$ cat config.mk
export PLATFORM = sky130hd
export DESIGN_NAME = systolic_feeder
export DESIGN_NICKNAME = d
export VERILOG_FILES = /design/src/rtl/systolic_feeder.sv
export SDC_FILE = /design/constraint.sdc
export NUM_CORES = 2
export LEC_CHECK = 0
export CORE_UTILIZATION = 55
export CTS_BUF_LIST = sky130_fd_sc_hd__clkbuf_8
export DETAILED_ROUTE_END_ITERATION = 7
export GPL_ROUTABILITY_DRIVEN = 1
export PLACE_DENSITY = 0.82
export SKIP_LAST_GASP = 1
export SLEW_MARGIN = 20
export SYNTH_ARGS = -nofsm -noshare
export SYNTH_HDL_FRONTEND = slang
export SYNTH_SLANG_ARGS = --single-unit
$ cat constraint.sdc
create_clock -name clk -period 2.96 [get_ports clk]
set_input_delay 0.74 -clock clk [delete_from_list [all_inputs] [get_ports clk]]
set_output_delay 0.74 -clock clk [all_outputs]
set_load 0.005 [all_outputs]
$ cat src/rtl/systolic_feeder.sv
// Operand scheduler for an N x N output-stationary systolic array: buffers one A/B tile,
// clears the array, then drives the diagonally skewed west/north wavefront.
module systolic_feeder #(
    parameter int DW = 32,
    parameter int N  = 4
) (
    input  logic            clk,
    input  logic            rst,
    input  logic            in_valid,
    output logic            in_ready,
    input  logic [N*DW-1:0] a_col,
    input  logic [N*DW-1:0] b_row,
    output logic            array_clr,
    output logic            feed_valid,
    output logic [N*DW-1:0] west_data,
    output logic [N*DW-1:0] north_data,
    output logic            busy,
    output logic            done
);

    localparam int LW       = (N > 1) ? $clog2(N) : 1;
    localparam int FEED_LEN = 3 * N - 2;
    localparam int MW       = $clog2(FEED_LEN + 1);

    typedef enum logic [2:0] {
        S_IDLE  = 3'd0,
        S_LOAD  = 3'd1,
        S_CLEAR = 3'd2,
        S_FEED  = 3'd3,
        S_DONE  = 3'd4
    } state_t;

    state_t            state_r;
    logic [LW-1:0]     ld_cnt_r;
    logic [MW-1:0]     feed_cnt_r;
    logic [DW-1:0]     a_buf_r [N][N];
    logic [DW-1:0]     b_buf_r [N][N];
    logic              in_ready_r;
    logic              array_clr_r;
    logic              feed_valid_r;
    logic              busy_r;
    logic              done_r;
    logic [N*DW-1:0]   west_r;
    logic [N*DW-1:0]   north_r;

    logic              accept_s;
    logic [MW-1:0]     wave_m_s;
    logic [N*DW-1:0]   west_nxt_s;
    logic [N*DW-1:0]   north_nxt_s;

    assign accept_s = in_valid & in_ready_r;

    // Edge values for the wavefront step that will be shown next cycle.
    always_comb begin
        wave_m_s    = (state_r == S_CLEAR) ? {MW{1'b0}} : (feed_cnt_r + {{(MW-1){1'b0}}, 1'b1});
        west_nxt_s  = {(N*DW){1'b0}};
        north_nxt_s = {(N*DW){1'b0}};
        for (int i = 0; i < N; i++) begin
            for (int k = 0; k < N; k++) begin
                // lane i carries the operand whose k index equals m - i; otherwise literal 0
                west_nxt_s[i*DW +: DW]  = west_nxt_s[i*DW +: DW] |
                    ((wave_m_s == MW'(i + k)) ? a_buf_r[i][k] : {DW{1'b0}});
                north_nxt_s[i*DW +: DW] = north_nxt_s[i*DW +: DW] |
                    ((wave_m_s == MW'(i + k)) ? b_buf_r[k][i] : {DW{1'b0}});
            end
        end
    end

    // Tile buffers: beat k fills column k of A and row k of B.
    always_ff @(posedge clk or negedge rst) begin
        if (!rst) begin
            for (int i = 0; i < N; i++) begin
                for (int k = 0; k < N; k++) begin
                    a_buf_r[i][k] <= {DW{1'b0}};
                    b_buf_r[k][i] <= {DW{1'b0}};
                end
            end
        end else if (accept_s) begin
            for (int i = 0; i < N; i++) begin
                a_buf_r[i][ld_cnt_r] <= a_col[i*DW +: DW];
                b_buf_r[ld_cnt_r][i] <= b_row[i*DW +: DW];
            end
        end
    end

    // Control FSM with all outputs registered alongside the state.
    always_ff @(posedge clk or negedge rst) begin
        if (!rst) begin
            state_r      <= S_IDLE;
            ld_cnt_r     <= {LW{1'b0}};
            feed_cnt_r   <= {MW{1'b0}};
            in_ready_r   <= 1'b0;
            array_clr_r  <= 1'b0;
            feed_valid_r <= 1'b0;
            busy_r       <= 1'b0;
            done_r       <= 1'b0;
            west_r       <= {(N*DW){1'b0}};
            north_r      <= {(N*DW){1'b0}};
        end else begin
            case (state_r)
                S_IDLE, S_LOAD: begin
                    in_ready_r <= 1'b1;
                    busy_r     <= 1'b0;
                    if (accept_s) begin
                        if (ld_cnt_r == LW'(N - 1)) begin
                            ld_cnt_r    <= {LW{1'b0}};
                            in_ready_r  <= 1'b0;
                            array_clr_r <= 1'b1;
                            busy_r      <= 1'b1;
                            state_r     <= S_CLEAR;
                        end else begin
                            ld_cnt_r <= ld_cnt_r + {{(LW-1){1'b0}}, 1'b1};
                            state_r  <= S_LOAD;
                        end
                    end
                end
                S_CLEAR: begin
                    array_clr_r  <= 1'b0;
                    feed_valid_r <= 1'b1;
                    feed_cnt_r   <= {MW{1'b0}};
                    west_r       <= west_nxt_s;
                    north_r      <= north_nxt_s;
                    state_r      <= S_FEED;
                end
                S_FEED: begin
                    if (feed_cnt_r == MW'(FEED_LEN - 1)) begin
                        feed_valid_r <= 1'b0;
                        west_r       <= {(N*DW){1'b0}};
                        north_r      <= {(N*DW){1'b0}};
                        done_r       <= 1'b1;
                        state_r      <= S_DONE;
                    end else begin
                        feed_cnt_r <= feed_cnt_r + {{(MW-1){1'b0}}, 1'b1};
                        west_r     <= west_nxt_s;
                        north_r    <= north_nxt_s;
                    end
                end
                S_DONE: begin
                    done_r     <= 1'b0;
                    busy_r     <= 1'b0;
                    in_ready_r <= 1'b1;
                    state_r    <= S_IDLE;
                end
                default: begin
                    state_r      <= S_IDLE;
                    ld_cnt_r     <= {LW{1'b0}};
                    feed_cnt_r   <= {MW{1'b0}};
                    in_ready_r   <= 1'b0;
                    array_clr_r  <= 1'b0;
                    feed_valid_r <= 1'b0;
                    busy_r       <= 1'b0;
                    done_r       <= 1'b0;
                    west_r       <= {(N*DW){1'b0}};
                    north_r      <= {(N*DW){1'b0}};
                end
            endcase
        end
    end

    assign in_ready   = in_ready_r;
    assign array_clr  = array_clr_r;
    assign feed_valid = feed_valid_r;
    assign west_data  = west_r;
    assign north_data = north_r;
    assign busy       = busy_r;
    assign done       = done_r;

endmodule
==> results.txt <==
The number of antenna violations at the first check in global routing came out at 39. The area of the mapped netlist came out at 57100 sq um. The tool flagged a number of max-cap violations equal to 0. The overall die height came out at approximately 320 um.

The global router's overall resource usage came out at 30.2%. STA classifies the critical path startpoint as a register. For this design the static power due to leakage is 28.5 nW. The biggest area contributor in the post-synthesis netlist is sky130_fd_sc_hd__dfrtp_1. The number of distinct standard cells referenced by the synthesized netlist is 57. The clock tree synthesis step divided the H-tree into 4 levels.

Entering global routing, the biggest net connects roughly 110 pins. The proportion of register bits with asynchronous set or reset after synthesis is 100%. Yosys printed 0 warnings. Setup slack on the critical path of the routed design comes to around 0.23 ns. Summed over all nets, wire length on met3 after detailed routing comes to between 10000 and 15000 um. Detailed placement finished with a half-perimeter wire length of roughly 96000 um. Cell internal power was estimated by the tool at roughly 50 mW. The placed cell count came out at 5878. The first-pass GRT wire length came out at 246000 um.

The post-placement worst setup slack came out at 0.330 ns. The final instance area came out at 69000 sq um. After synthesis the netlist holds a flip-flop and latch count of 1294.

The share of the synthesized area in the top cell type is a little under three fifths. The routed length per placed instance is roughly 25 um. The number of nets produced by synthesis came out at 4488.

The area of the core is 102000 sq um. The power density relative to cell area is ~1200 nW/um^2. Setup repair after global routing left no endpoint under its margin.

The ratio of cells with drive above 1 in the final layout came out at 35.1%. On the final layout, the worst hold slack is about 0.47 ns. Synthesis produced 4223 cells. The DRC violation total after the first TritonRoute iteration came out at 3191. The part of the Yosys area used for sequential elements came out at a little under three fifths.

For the pin with the worst max-slew slack, the measured transition is around 1.1 ns. In the routed layout, each cell is associated on average with a via count of around 6.4. The DRC violations left came out at 0.

The fraction of synthesized area in multiplexers came out at between 20% and 30%. Routed signal wires occupy layers up through met5. The maximum buffer depth of the clock tree is 3. During I/O placement, the number of pins put on the boundary was 520. Adding up every negative setup slack in the final design gives 0 ns. The cell row count came out at roughly 120. The final count of hold timing violations came out at 0. The data required time of the critical path is 2.22 ns.

The critical path's top delay family is buffers and inverters. The share of the synthesized area in compound gates (AO/OA/AOI/OAI) is 11.3%. The min-delay analysis places its worst path in the category in -> async. The number of antenna-violating nets in the routed design is 0. The port buffer count came out at around 520. The timing-limited maximum frequency is roughly 370 MHz. The flip-flop cell with the highest count after synthesis is sky130_fd_sc_hd__dfrtp_1. The clock root buffer is sky130_fd_sc_hd__clkbuf_8. The peak ir drop on the vdd network is around 0.00076 V. The switching share of power came out at 36.5%. The post-route total power is about 80 mW. In the final routing, the length of wire on met1 measures 63500 um. The worst setup path is captured at an output pin. For the worst-skew pair, the clock arrives at the later sink with an insertion delay of just under 0.9 ns. Once the floorplan was initialized, standard cells occupied 55.8% of the core. After Yosys synthesis, and, or, nand and nor cells account for 5.03% of the synthesized area. The slowest stage of the critical path is the sky130_fd_sc_hd__clkdlybuf4s50_1 cell. The aggregate global routing overflow is 0. The number of vias after detailed routing is roughly 40000. The maximum cell stage delay along the critical path came out at 0.64 ns. The number of iterations in the first detailed-routing pass came out at 6. The post-route non-filler standard cell count came out at around 6300. The instance area at placement came out at 64800 sq um. The post-synthesis adder-cell area fraction came out at less than 1%.

After clock tree synthesis, the clock-pin slew on the worst setup and hold paths is around 0.060 ns. The number of global-route vias before repair is 42500. TritonCTS built the clock tree. The net switching power is about 30 mW. The portion of total power attributed to combinational logic came out at 42.9%. The remaining max-slew budget at the tightest pin is 26.4%. The number of nets in the finished design is ~5000. The count of buffers added by post-CTS timing repair for setup came out at 0. The final-report max-slew violation count was 0. Traced cell by cell, the critical path runs through clkdlybuf4s50_1. Data arrives at the worst endpoint at 1.99 ns. Clock skew on the completed layout was measured at 0.0545 ns. The filler cell count is 7102. The buffer and inverter count on the worst path is 1. Measured along the x axis, the die boundary spans around 320 um. The largest family of logic cells by synthesized area is multiplexers. The total wire length after detailed routing came out at roughly 160000 um. After detailed routing, the met2 layer carries 77400 um of wire.

The maximum fanout along the worst path is 7. The CTS sink count is 1294. The final cell utilization of the core is 67.4%.

Yosys attributes the largest share of cell area to sky130_fd_sc_hd__dfrtp_1 57%, sky130_fd_sc_hd__mux2_2 23%, sky130_fd_sc_hd__a32oi_1 2.4%. Averaged over all synthesized cells, the footprint is around 14 sq um. The critical path in this run is classified as reg -> out. The flow ran to the end, and the final reports show no timing, DRC or antenna violations. Counting flops with a built-in enable in the synthesized netlist gives 0.

The final worst-path cycle share came out at 92.3%. The layout overhead on the synthesized area came out at 20.7%. The clock share of power is 18.6%.

The parity-gate share of the synthesized area counting xor and xnor cells came out at 0.0307%. The floorplan die area is 105000 sq um. The clock period could shrink to 2.73 ns.

The power share of the sequential group is 38.5%. The setup-violating endpoint count in the final report is 0. The congestion estimate from routability-driven global placement came to 0.832. The number of buffers added by the clock tree synthesis step came out at between 200 and 250.
power by group through the flow:
stage | clock, mW | sequential (mW) | combinational (mW)
floorplan | 0 | 29.4 | 22.7
global placement | 0 | 30.4 | 33.0
detailed placement | 0 | 30.9 | 34.0
CTS | 15.2 | 30.7 | 34.1
global route | 15.9 | 31.7 | 36.4
finish | 14.9 | 30.8 | 34.3
worst paths after layout:
path	startpoint	cells past startpoint	end	slack [ns]
worst min-delay path	rst	2	north_data[98]	0.47
min in group clk	b_buf_r[69]	1	north_data[37]	0.49
worst max-delay path	in_ready	1	in_ready	0.23
max in group asynchronous	rst	3	feed_cnt_r[0]	1.41
worst max register to register	feed_cnt_r[1]	8	west_data[71]	0.32
worst min register to register	b_buf_r[69]	1	north_data[37]	0.49
routing by layer:
layer,vias to the layer above,GRT usage (%)
li1,17200,-
met4,30,14.9
met5,-,0
met2,1679,48.3
met1,21000,39.0
met3,391,6.63
placed cells by master (no fill, tap or decap), types with 40 or more instances in the layout:
cell type and n:
sky130_fd_sc_hd__a32oi_1 158, sky130_fd_sc_hd__inv_1 147, sky130_fd_sc_hd__nand3_1 64, sky130_fd_sc_hd__nor3_1 96, sky130_fd_sc_hd__clkbuf_8 253, sky130_fd_sc_hd__nand2_1 101
sky130_fd_sc_hd__a22oi_1 104, sky130_fd_sc_hd__a221oi_2 40, sky130_fd_sc_hd__o32ai_1 62, sky130_fd_sc_hd__nand4_1 65, sky130_fd_sc_hd__buf_4 76, sky130_fd_sc_hd__or4bb_1 62
sky130_fd_sc_hd__o211ai_1 64, sky130_fd_sc_hd__buf_12 86, sky130_fd_sc_hd__a21oi_1 75, sky130_fd_sc_hd__a31oi_1 62, sky130_fd_sc_hd__o21ai_0 55, sky130_fd_sc_hd__a221o_1 96
sky130_fd_sc_hd__dfrtp_1 1290, sky130_fd_sc_hd__mux2_2 1188, sky130_fd_sc_hd__clkdlybuf4s50_1 518
registers in the layout, summed over array words and instances, names as in the netlist:
signal	flops
feed_valid	1
a_buf_r	512
west_data	128
feed_cnt_r	4
busy	1
in_ready	1
state_r	3
ld_cnt_r	2
b_buf_r	512
array_clr	1
done	1
north_data	128
Yosys cell counts (all sizes together) (4+ instances only):
| library cell | instances |
|---|---|
| o211ai | 64 |
| and2 | 4 |
| nor3 | 98 |
| a221oi | 62 |
| nor4 | 6 |
| ha | 6 |
| nor2b | 4 |
| nand4 | 65 |
| a222oi | 28 |
| o21ai | 70 |
| buf | 107 |
| clkbuf | 287 |
| a31oi | 62 |
| o32ai | 62 |
| a32oi | 158 |
| or4bb | 62 |
| nor2 | 13 |
| inv | 69 |
| mux2 | 1188 |
| a21oi | 76 |
| nand2b | 35 |
| nand2 | 103 |
| dfrtp | 1294 |
| nand3 | 69 |
| a22oi | 104 |
| a221o | 96 |
logic make-up after synthesis:
kind of cell | count (synthesis)
buffers and inverters | 463
adders and majority gates | 6
xor gates and xnor gates | 2
AOI/OAI and AO/OA | 795
and+or+nand+nor | 475
DFF | 1294
muxes | 1188
final cells by class:
class,instances,area (sq um),area share [%]
Clock buffer,253,3480,5.05
Multi-Input combinational cell,2466,23000,33.3
Antenna cell,26,65.1,0.0943
Timing Repair Buffer,682,7510,10.9
Clock inverter,106,573,0.831
Inverter,69,259,0.376
Tap cell,1368,1710,2.48
Sequential cell,1294,32400,47.0
repair_timing:
item | CTS | global route
resized for setup | 1 | 0
setup endpoints to repair | 1 | 0
hold buffers | 1 | 0
endpoints found under the hold margin | 54 | 0
Note: power is estimated with default switching activity, not from simulation.
